File: src/rtl/hilo_muldiv_controller_pkg.sv
// Shared pipeline definitions for the HI/LO multiply/divide unit:
// opcode encodings, controller state encoding and opcode decode helpers.
package hilo_muldiv_controller_pkg;

    localparam logic [2:0] OP_MULT  = 3'b000;
    localparam logic [2:0] OP_MULTU = 3'b001;
    localparam logic [2:0] OP_DIV   = 3'b010;
    localparam logic [2:0] OP_DIVU  = 3'b011;
    localparam logic [2:0] OP_MTHI  = 3'b100;
    localparam logic [2:0] OP_MTLO  = 3'b101;

    localparam logic [1:0] ST_IDLE  = 2'd0;
    localparam logic [1:0] ST_RUN   = 2'd1;
    localparam logic [1:0] ST_FIXUP = 2'd2;

    typedef enum logic [1:0] {
        S_IDLE  = ST_IDLE,
        S_RUN   = ST_RUN,
        S_FIXUP = ST_FIXUP
    } state_t;

    function automatic logic op_is_muldiv(input logic [2:0] op);
        return (op[2] == 1'b0);
    endfunction

    function automatic logic op_is_div(input logic [2:0] op);
        return (op == OP_DIV) || (op == OP_DIVU);
    endfunction

    function automatic logic op_is_signed(input logic [2:0] op);
        return (op == OP_MULT) || (op == OP_DIV);
    endfunction

endpackage

File: src/rtl/hilo_muldiv_controller_if.sv
// EX-stage / hazard-unit side of the HI/LO multiply/divide controller.
interface hilo_muldiv_controller_if #(
    parameter int DATA_W = 32
);
    logic              Start;
    logic [2:0]        Op;
    logic [DATA_W-1:0] A;
    logic [DATA_W-1:0] B;
    logic              HiLoRead;
    logic              Flush;
    logic              StallReq;
    logic              Busy;
    logic              Done;
    logic              DivByZero;
    logic [DATA_W-1:0] Hi;
    logic [DATA_W-1:0] Lo;

    modport master (
        output Start, Op, A, B, HiLoRead, Flush,
        input  StallReq, Busy, Done, DivByZero, Hi, Lo
    );

    modport slave (
        input  Start, Op, A, B, HiLoRead, Flush,
        output StallReq, Busy, Done, DivByZero, Hi, Lo
    );
endinterface

File: src/rtl/hilo_muldiv_controller_iter.sv
// Iterative unsigned datapath: shift-add multiply or restoring divide,
// one bit per step, with its own iteration counter.
module muldiv_iter_core
    import hilo_muldiv_controller_pkg::*;
#(
    parameter int DATA_W = 32,
    parameter int ITERS  = 32
) (
    input  logic                Clk,
    input  logic                Rst,
    input  logic                i_load,
    input  logic                i_div,
    input  logic                i_step,
    input  logic                i_clr,
    input  logic [DATA_W-1:0]   i_a,
    input  logic [DATA_W-1:0]   i_b,
    output logic [2*DATA_W-1:0] o_acc,
    output logic [DATA_W-1:0]   o_rem,
    output logic                o_last
);
    localparam int CNT_W = $clog2(ITERS + 1);

    logic [CNT_W-1:0]    r_cnt;
    logic [2*DATA_W-1:0] r_acc;
    logic [DATA_W-1:0]   r_rem;
    logic [DATA_W-1:0]   r_b;
    logic                r_div;

    logic [DATA_W:0]     w_sum;
    logic [2*DATA_W-1:0] w_mul_next;
    logic [DATA_W:0]     w_shift;
    logic [DATA_W+1:0]   w_trial;
    logic [DATA_W-1:0]   w_q_next;
    logic [DATA_W-1:0]   w_rem_next;

    // Multiply: acc low half holds the remaining multiplier bits; the carry
    // out of the high-half add is kept by shifting the DATA_W+1 sum back in.
    assign w_sum      = {1'b0, r_acc[2*DATA_W-1:DATA_W]} + (r_acc[0] ? {1'b0, r_b} : '0);
    assign w_mul_next = {w_sum, r_acc[DATA_W-1:1]};

    // Divide: acc low half shifts dividend bits out and quotient bits in.
    assign w_shift    = {r_rem, r_acc[DATA_W-1]};
    assign w_trial    = {1'b0, w_shift} - {2'b00, r_b};
    assign w_q_next   = {r_acc[DATA_W-2:0], ~w_trial[DATA_W+1]};
    assign w_rem_next = w_trial[DATA_W+1] ? w_shift[DATA_W-1:0] : DATA_W'(w_trial);

    always_ff @(posedge Clk or posedge Rst) begin
        if (Rst) begin
            r_cnt <= '0;
        end else if (i_clr) begin
            r_cnt <= '0;
        end else if (i_load) begin
            r_cnt <= CNT_W'(ITERS);
        end else if (i_step && (r_cnt != '0)) begin
            r_cnt <= r_cnt - CNT_W'(1);
        end
    end

    always_ff @(posedge Clk) begin
        if (i_load) begin
            r_acc <= {{DATA_W{1'b0}}, i_a};
            r_rem <= '0;
            r_b   <= i_b;
            r_div <= i_div;
        end else if (i_step) begin
            if (r_div) begin
                r_acc <= {{DATA_W{1'b0}}, w_q_next};
                r_rem <= w_rem_next;
            end else begin
                r_acc <= w_mul_next;
            end
        end
    end

    assign o_acc  = r_acc;
    assign o_rem  = r_rem;
    assign o_last = (r_cnt == CNT_W'(1));
endmodule

File: src/rtl/hilo_muldiv_controller.sv
// HI/LO multiply/divide controller: IDLE/RUN/FIXUP sequencing, sign
// handling, MTHI/MTLO, hazard stall request and the architectural HI/LO.
module hilo_muldiv_controller
    import hilo_muldiv_controller_pkg::*;
#(
    parameter int DATA_W = 32,
    parameter int ITERS  = 32
) (
    input logic                     Clk,
    input logic                     Rst,
    hilo_muldiv_controller_if.slave bus
);
    state_t              r_state;
    logic                r_neg_res;
    logic                r_neg_rem;
    logic                r_is_div;
    logic                r_done;
    logic                r_dbz;
    logic [DATA_W-1:0]   r_hi;
    logic [DATA_W-1:0]   r_lo;

    logic                w_idle;
    logic                w_take;
    logic                w_is_div;
    logic                w_signed;
    logic                w_div0;
    logic                w_launch;
    logic                w_step;
    logic                w_clr;
    logic                w_last;
    logic [DATA_W-1:0]   w_a_mag;
    logic [DATA_W-1:0]   w_b_mag;
    logic [DATA_W-1:0]   w_rem;
    logic [DATA_W-1:0]   w_quo;
    logic [DATA_W-1:0]   w_rem_fix;
    logic [2*DATA_W-1:0] w_acc;
    logic [2*DATA_W-1:0] w_prod;

    function automatic logic [DATA_W-1:0] f_abs(input logic signed [DATA_W-1:0] x);
        logic [DATA_W-1:0] u;
        u = x;
        return x[DATA_W-1] ? -u : u;
    endfunction

    function automatic logic [DATA_W-1:0] f_neg_w(input logic neg, input logic [DATA_W-1:0] x);
        return neg ? -x : x;
    endfunction

    function automatic logic [2*DATA_W-1:0] f_neg_2w(input logic neg, input logic [2*DATA_W-1:0] x);
        return neg ? -x : x;
    endfunction

    // Flush in IDLE discards a same-cycle Start of any kind.
    assign w_idle   = (r_state == S_IDLE);
    assign w_take   = w_idle && bus.Start && !bus.Flush;
    assign w_is_div = op_is_div(bus.Op);
    assign w_signed = op_is_signed(bus.Op);
    assign w_div0   = w_is_div && (bus.B == '0);
    assign w_launch = w_take && op_is_muldiv(bus.Op) && !w_div0;
    assign w_a_mag  = w_signed ? f_abs(bus.A) : bus.A;
    assign w_b_mag  = w_signed ? f_abs(bus.B) : bus.B;
    assign w_step   = (r_state == S_RUN) && !bus.Flush;
    assign w_clr    = !w_idle && bus.Flush;

    muldiv_iter_core #(
        .DATA_W (DATA_W),
        .ITERS  (ITERS)
    ) u_core (
        .Clk    (Clk),
        .Rst    (Rst),
        .i_load (w_launch),
        .i_div  (w_is_div),
        .i_step (w_step),
        .i_clr  (w_clr),
        .i_a    (w_a_mag),
        .i_b    (w_b_mag),
        .o_acc  (w_acc),
        .o_rem  (w_rem),
        .o_last (w_last)
    );

    assign w_prod    = f_neg_2w(r_neg_res, w_acc);
    assign w_quo     = f_neg_w(r_neg_res, w_acc[DATA_W-1:0]);
    assign w_rem_fix = f_neg_w(r_neg_rem, w_rem);

    always_ff @(posedge Clk or posedge Rst) begin
        if (Rst) begin
            r_state   <= S_IDLE;
            r_neg_res <= 1'b0;
            r_neg_rem <= 1'b0;
            r_is_div  <= 1'b0;
            r_done    <= 1'b0;
            r_dbz     <= 1'b0;
            r_hi      <= '0;
            r_lo      <= '0;
        end else begin
            r_done <= 1'b0;
            r_dbz  <= 1'b0;
            case (r_state)
                S_IDLE: begin
                    if (w_take) begin
                        if (bus.Op == OP_MTHI) begin
                            r_hi <= bus.A;
                        end else if (bus.Op == OP_MTLO) begin
                            r_lo <= bus.A;
                        end else if (w_div0) begin
                            r_dbz <= 1'b1;
                        end else if (w_launch) begin
                            r_state   <= S_RUN;
                            r_is_div  <= w_is_div;
                            r_neg_res <= w_signed && (bus.A[DATA_W-1] ^ bus.B[DATA_W-1]);
                            r_neg_rem <= w_signed && w_is_div && bus.A[DATA_W-1];
                        end
                    end
                end
                S_RUN: begin
                    if (bus.Flush) begin
                        r_state <= S_IDLE;
                    end else if (w_last) begin
                        r_state <= S_FIXUP;
                        r_done  <= 1'b1;
                    end
                end
                S_FIXUP: begin
                    r_state <= S_IDLE;
                    if (!bus.Flush) begin
                        if (r_is_div) begin
                            r_lo <= w_quo;
                            r_hi <= w_rem_fix;
                        end else begin
                            r_hi <= w_prod[2*DATA_W-1:DATA_W];
                            r_lo <= w_prod[DATA_W-1:0];
                        end
                    end
                end
                default: r_state <= S_IDLE;
            endcase
        end
    end

    // A flush arriving during FIXUP retracts that cycle's Done pulse.
    assign bus.Busy      = !w_idle;
    assign bus.StallReq  = !w_idle && (bus.HiLoRead || bus.Start);
    assign bus.Done      = r_done && !bus.Flush;
    assign bus.DivByZero = r_dbz;
    assign bus.Hi        = r_hi;
    assign bus.Lo        = r_lo;
endmodule

File: src/flat_wrapper.sv
// flat-port wrapper written by rule: the top's interface ports become plain ports
module hilo_muldiv_controller_flat import hilo_muldiv_controller_pkg::*;
#(
    parameter int DATA_W = 32,
    parameter int ITERS  = 32
)
  (Clk, Rst, bus_Start, bus_Op, bus_A, bus_B, bus_HiLoRead, bus_Flush, bus_StallReq, bus_Busy, bus_Done, bus_DivByZero, bus_Hi, bus_Lo);
  hilo_muldiv_controller_if #(.DATA_W(DATA_W)) bus_i ();
  input logic Clk;
  input logic Rst;
  input wire logic [$bits(bus_i.Start)-1:0] bus_Start;
  input wire logic [$bits(bus_i.Op)-1:0] bus_Op;
  input wire logic [$bits(bus_i.A)-1:0] bus_A;
  input wire logic [$bits(bus_i.B)-1:0] bus_B;
  input wire logic [$bits(bus_i.HiLoRead)-1:0] bus_HiLoRead;
  input wire logic [$bits(bus_i.Flush)-1:0] bus_Flush;
  output wire logic [$bits(bus_i.StallReq)-1:0] bus_StallReq;
  output wire logic [$bits(bus_i.Busy)-1:0] bus_Busy;
  output wire logic [$bits(bus_i.Done)-1:0] bus_Done;
  output wire logic [$bits(bus_i.DivByZero)-1:0] bus_DivByZero;
  output wire logic [$bits(bus_i.Hi)-1:0] bus_Hi;
  output wire logic [$bits(bus_i.Lo)-1:0] bus_Lo;
  assign bus_i.Start = bus_Start;
  assign bus_i.Op = bus_Op;
  assign bus_i.A = bus_A;
  assign bus_i.B = bus_B;
  assign bus_i.HiLoRead = bus_HiLoRead;
  assign bus_i.Flush = bus_Flush;
  assign bus_StallReq = bus_i.StallReq;
  assign bus_Busy = bus_i.Busy;
  assign bus_Done = bus_i.Done;
  assign bus_DivByZero = bus_i.DivByZero;
  assign bus_Hi = bus_i.Hi;
  assign bus_Lo = bus_i.Lo;
  hilo_muldiv_controller #(.DATA_W(DATA_W), .ITERS(ITERS)) u_core (.Clk(Clk), .Rst(Rst), .bus(bus_i));
endmodule
File: config.mk
export PLATFORM = sky130hd
export DESIGN_NAME = hilo_muldiv_controller_flat
export DESIGN_NICKNAME = d
export VERILOG_FILES = /design/src/rtl/hilo_muldiv_controller_pkg.sv /design/src/rtl/hilo_muldiv_controller_if.sv /design/src/rtl/hilo_muldiv_controller_iter.sv /design/src/rtl/hilo_muldiv_controller.sv /design/src/flat_wrapper.sv
export SDC_FILE = /design/constraint.sdc
export NUM_CORES = 1
export LEC_CHECK = 0
export ABC_AREA = 1
export BUFFER_PORTS_ARGS = -buffer_cell sky130_fd_sc_hd__buf_4
export CAP_MARGIN = 25
export CORE_MARGIN = 3
export CORE_UTILIZATION = 46
export DETAILED_ROUTE_END_ITERATION = 8
export GPL_TIMING_DRIVEN = 0
export HOLD_SLACK_MARGIN = 0.08
export PLACE_DENSITY = 0.66
export SETUP_SLACK_MARGIN = 0.1
export SYNTH_ARGS = -nofsm -noshare
export SYNTH_HDL_FRONTEND = slang
export SYNTH_SLANG_ARGS = --single-unit
File: constraint.sdc
create_clock -name Clk -period 2.5 [get_ports Clk]
set_input_delay 0.5 -clock Clk [delete_from_list [all_inputs] [get_ports Clk]]
set_output_delay 0.5 -clock Clk [all_outputs]
set_load 0.005 [all_outputs]
Word level (Yosys, flattened, before mapping). Cells that the tools add are included.

Bits of input ports: 72. Word-level logic and storage cells: 117. Flip-flop bits (word level): 206. Output and inout bits: 68.

Reductions and logical operators: 31. Equal/unequal tests: 16. Add/sub/neg operators: 8. Mux-type cells: 42. Bitwise operators: 6.

Operator list (count): two-way mux 32 bit (19); two-way mux 64 bit (2); negation 32 bit (4); one-hot mux 32 bit (2 select lines) (2); negation 64 bit (1); subtractor 33 x 32 -> 34 bit (1); adder 32 x 32 -> 33 bit (1); logical NOT 32 bit (1); two-way mux 6 bit (3); != test 2 bit (second input constant) (8); two-way mux 2 bit (7); logical AND 1 bit (13); AND reduction 6 bit (2); two-way mux 1 bit (8); == test 3 x 2 -> 1 bit (second input constant) (2); == test 3 bit (second input constant) (2); == test 6 x 1 -> 1 bit (second input constant) (1); nonzero test 6 bit (1); subtractor 6 x 1 -> 6 bit (second input constant) (1); NOT 1 bit (5); AND reduction 5 bit (1); one-hot mux 2 bit (2 select lines) (1); AND reduction 4 bit (1); nonzero test 2 bit (2); 10 further kinds (14).

Longest topological paths before layout.
Depth after elaboration: 11. Gate-level depth with buffers: 19.

Cells and area by module. Synthesis repeated with hierarchy kept, for this count alone.

Cell total of the unflattened synthesis: 3051. Area, all modules: 18869.3 µm².

Modules (own cells, without submodules): muldiv_iter_core (cells each 1514, instances 1, area an instance 10014.6 µm²); hilo_muldiv_controller (cells each 1537, instances 1, area an instance 8854.7 µm²).

Worst setup path after synthesis. No wires, ideal clock.

Kind: flip-flop to flip-flop. From: register u_core.u_core.r_acc[0], in the netlist u_core.u_core.o_acc[0]. To: register u_core.u_core.r_acc[49], in the netlist u_core.u_core.o_acc[49]. Cell stages (with the launch flop): 18. Setup slack: -61 ps. Arrival time: 2439 ps. Period minus slack after synthesis: 2561 ps. Path buffers: 2. Library setup time: 121 ps. Path through: edfxtp_1 > buf_6 > clkbuf_1 > nand2_1 > inv_1 > ha_1 > inv_1 > fa_1 > inv_1 > nand2_1 > nand2_1 > o21ai_1 > o21ai_0 > a21oi_1 > o21ai_0 > nand2_1 > nand2_1 > o22ai_1.

Longest elaborated chain between the ends: 3.

Ends and longest elaborated chain: start, declared (line hilo_muldiv_controller_iter.sv:24) `logic [2*DATA_W-1:0] r_acc;`; start signal, assigned (line hilo_muldiv_controller_iter.sv:61) `r_acc <= {{DATA_W{1'b0}}, i_a};`; start signal, assigned (line hilo_muldiv_controller_iter.sv:67) `r_acc <= {{DATA_W{1'b0}}, w_q_next};`; start signal, assigned (line hilo_muldiv_controller_iter.sv:70) `r_acc <= w_mul_next;`; two-way mux 32 bit (line hilo_muldiv_controller_iter.sv:38) `assign w_sum = {1'b0, r_acc[2*DATA_W-1:DATA_W]} + (r_acc[0] ? {1'b0, r_b} : '0);`; adder 32 x 32 -> 33 bit (line hilo_muldiv_controller_iter.sv:38); two-way mux 64 bit (line hilo_muldiv_controller_iter.sv:66) `if (r_div) begin`.

No other way between the ends. A chain may end at the register's enable or synchronous reset.

Final worst setup path.
From: register u_core.u_core.r_acc[0], in the netlist u_core.u_core.o_acc[0]. To: register u_core.u_core.r_acc[55], in the netlist u_core.u_core.o_acc[55].

Same word-level chain as after synthesis.

==> metrics.yaml <==
failed_checks: "negative setup slack"
synth_xor_area_share_pct: 3.96
gp_congestion: 1.05
yosys.area_share.simple_pct: 36.8
report.final.slew_viol_count: 0
dp_hpwl_um: 63100
crit_chain: "buf_6 > buf_8 > buf_12 > nand2_1 > inv_1 > ha_2 > nand2_1 > o21ai_0 > a21oi_1 > o21ai_2 > a21oi_2 > or2_0 > nand3_1 > nand2_1"
syn_nets: 3088
synth_edf_count: 65
finalHoldViolations: 0
finish.utilization_pct: 58.8
synth_seq_cells: 206
finalHoldWorstSlack_ns: 0.132
clk_pin_slew_ns: 0.07
clk_latency_ns: 0.56
power.share.sequential_pct: 28.1
cts_tree: "built"
synth_area_sq_um: 18300
pwr-share-comb_pct: 50.3
dieArea_sq_um: 42300
antenna_found_initial: 0
n_antenna_cell: 0
synth_top_family_by_area: "simple AND/OR/NAND/NOR gates"
max-vdd-ir-drop_mv: 0.475
arrival_ns: 3.06
fin_crit_sh_pct: 105
yosysSeqAreaShare_pct: 28.1
drcViolationCount: 0
finalPower_uw: 19800
path_class: "reg -> reg"
min_path_type: "in -> async"
worstPathBufferInverterCount: 4
power.share.clock_pct: 21.6
cp-start-kind: "flop"
num_io_pins: 140
io_buffers: 139
overflow: 0
path_common_cell: "nand2_1"
crit_slowest_cell: "ha_2"
clockBufferDepth: 3
drive_above_1_share_pct: 19.8
grt_max_degree: 43
cts_buffers: 27
crit_required_ns: 2.94
syn_inst: 2943
synth_compound_area_share_pct: 15.1
cp_max_fo: 9
grt_pass1_wl_um: 114000
p_int_uw: 10900
synth.avg_cell_area_sq_um: 6.23
slowest_delay_ns: 0.41
drv_cap: 0
setup_viol: 5
synth_mux_area_share_pct: 0
synth-adder-area-share_pct: 5.06
fp-row-count: 72
outcome: "finished with violations"
nNetsFinal: 3304
setup_ws_ns: -0.120
switchingPower_uw: 8840
worstMarginPinSlew_ns: 0.896
die_height_um: 206
clock.fmax_mhz: 382
post_drt_wl_per_cell_um: 21.3
switching_share_pct: 44.8
dr_total_vias: 20846
fin_tns_setup_ns: -0.238
rsz0062_at_grt: "true"
yosys.cell_types.count: 52
crit_path_end_kind: "flop"
async_reset_ff_share_pct: 37.4
syn_to_final_growth_pct: 25.0
clockRootBuffer: "clkbuf_16"
die_w_um: 206
grt_pass1_vias: 19658
routed_wl_um: 78900
cts.sinks: 206
viasPerCell: 5.64
synthFlopType: "dfrtp_1"
htreeDepth: 1
antenna_left: 0
power_leakage_uw: 0.0106
coreArea_sq_um: 39000
start_util_pct: 47.0
clock-skew-final_ns: 0.0167
yosysWarnings: 0
p_per_area_nw_per_um2: 862
max-slew-margin-rel_pct: 39.6
post-route-min-period_ns: 2.62
dr.pass1.iters: 6
place_ws_ns: -0.870
critPathTopFamily: "compound AO/OA/AOI/OAI gates"
drt_iter0_markers: 1796
rrSetupSlack_ns: -0.12
grt_usage_pct: 35.7
-- synth_stat cells (all sizes together) (23+ instances only) --
cell type / number / area share (%)
a31oi: 34 / 1.2
dfxtp: 64 / 7.0
xor2: 59 / 2.8
dfrtp: 77 / 11
nand4: 29 / 0.99
nand3: 246 / 6.8
edfxtp: 65 / 11
a21oi: 178 / 5.0
nand2: 760 / 16
inv: 406 / 8.3
ha: 71 / 4.8
buf: 51 / 1.8
xnor2: 24 / 1.1
o22ai: 23 / 0.78
nor3: 45 / 1.6
o21ai: 238 / 6.9
clkbuf: 37 / 0.76
nor2: 472 / 10
-- cell usage in the layout (no fill, tap or decap), types with 32 or more instances in the layout --
cell type / instances
o21ai_0: 163
o21ai_1: 40
ha_4: 41
a21oi_1: 130
nand2_2: 46
nor2_1: 415
a31oi_1: 33
nand3_1: 227
buf_4: 188
dfrtp_1: 77
dfxtp_1: 57
clkbuf_1: 34
inv_1: 386
xor2_1: 56
nor2_2: 32
nand2_1: 691
a21oi_2: 46
edfxtp_1: 65
-- flip-flops by register name (all words and copies together), names as in the netlist, 2 cells and up --
| register | count |
|---|---|
| u_core.u_core.o_rem | 32 |
| u_core.bus.Hi | 32 |
| u_core.u_core.r_b | 32 |
| u_core.r_state | 2 |
| u_core.u_core.r_cnt | 6 |
| u_core.u_core.o_acc | 64 |
| u_core.bus.Lo | 32 |
-- what timing repair did --
action | 4_1_cts | 5_1_grt
pin swaps | 20 | 56
hold endpoints to repair | 0 | 0
setup endpoints to repair | 166 | 184
buffers inserted | 18 | 29
hold buffers | 0 | 0
resized for setup | 117 | 280
-- power by group through the flow --
stage          clock [uW]  combinational [uW]  sequential [uW]
6_report             4270                9940             5550
5_1_grt              4440               10900             5630
4_1_cts              4290                8900             5400
3_5_place_dp            0                8610             5460
3_3_place_gp            0                8530             5430
2_1_floorplan           0                5560             5110
-- logic make-up after synthesis --
group                      Yosys count
AOI/OAI and AO/OA                  503
DFF                                206
buffers and inverters              495
adders and majority gates           73
xor gates and xnor gates            83
and+or+nand+nor                   1583
-- layer usage --
| layer | wire length [um] | track usage (%) |
|---|---|---|
| met1 | 31500 | 44.8 |
| met2 | 36000 | 59.0 |
| met3 | 5580 | 3.67 |
| met4 | 5830 | 22.1 |
| met5 | 0 | 0 |
-- path summary, 6_finish.rpt --
check,start,endpoint,cells after the start
setup / recovery,u_core.u_core.o_acc[0]$_DFFE_PP_,u_core.u_core.o_acc[55]$_SDFFE_PP0P_,14
hold / removal,Rst,u_core.u_core.r_cnt[1]$_DFFE_PP0P_,2
setup reg to reg,u_core.u_core.o_acc[0]$_DFFE_PP_,u_core.u_core.o_acc[55]$_SDFFE_PP0P_,14
hold reg to reg,u_core.bus.Lo[1]$_DFFE_PP0P_,u_core.bus.Lo[1]$_DFFE_PP0P_,2
max in group asynchronous,Rst,u_core.bus.Hi[11]$_DFFE_PP0P_,3
min in group Clk,bus_B[0],u_core.u_core.r_b[0]$_DFFE_PP_,1
-- metrics by stage --
stage | cell area (sq um) | std cells
2_1_floorplan | 18300 | 2943
3_3_place_gp | 20000 | 3600
3_5_place_dp | 20100 | 3601
4_1_cts | 21500 | 3668
5_1_grt | 22900 | 3697
6_report | 22900 | 3697
-- area by class of cell --
type	count	area, sq um
Buffer	88	569
Clock buffer	34	722
Clock inverter	15	235
Fill cell	3849	16100
Inverter	407	1550
Multi-Input combinational cell	2242	12600
Sequential cell	206	5170
Tap cell	518	648
Timing Repair Buffer	187	1430
Note: power is estimated with default switching activity, not from simulation.
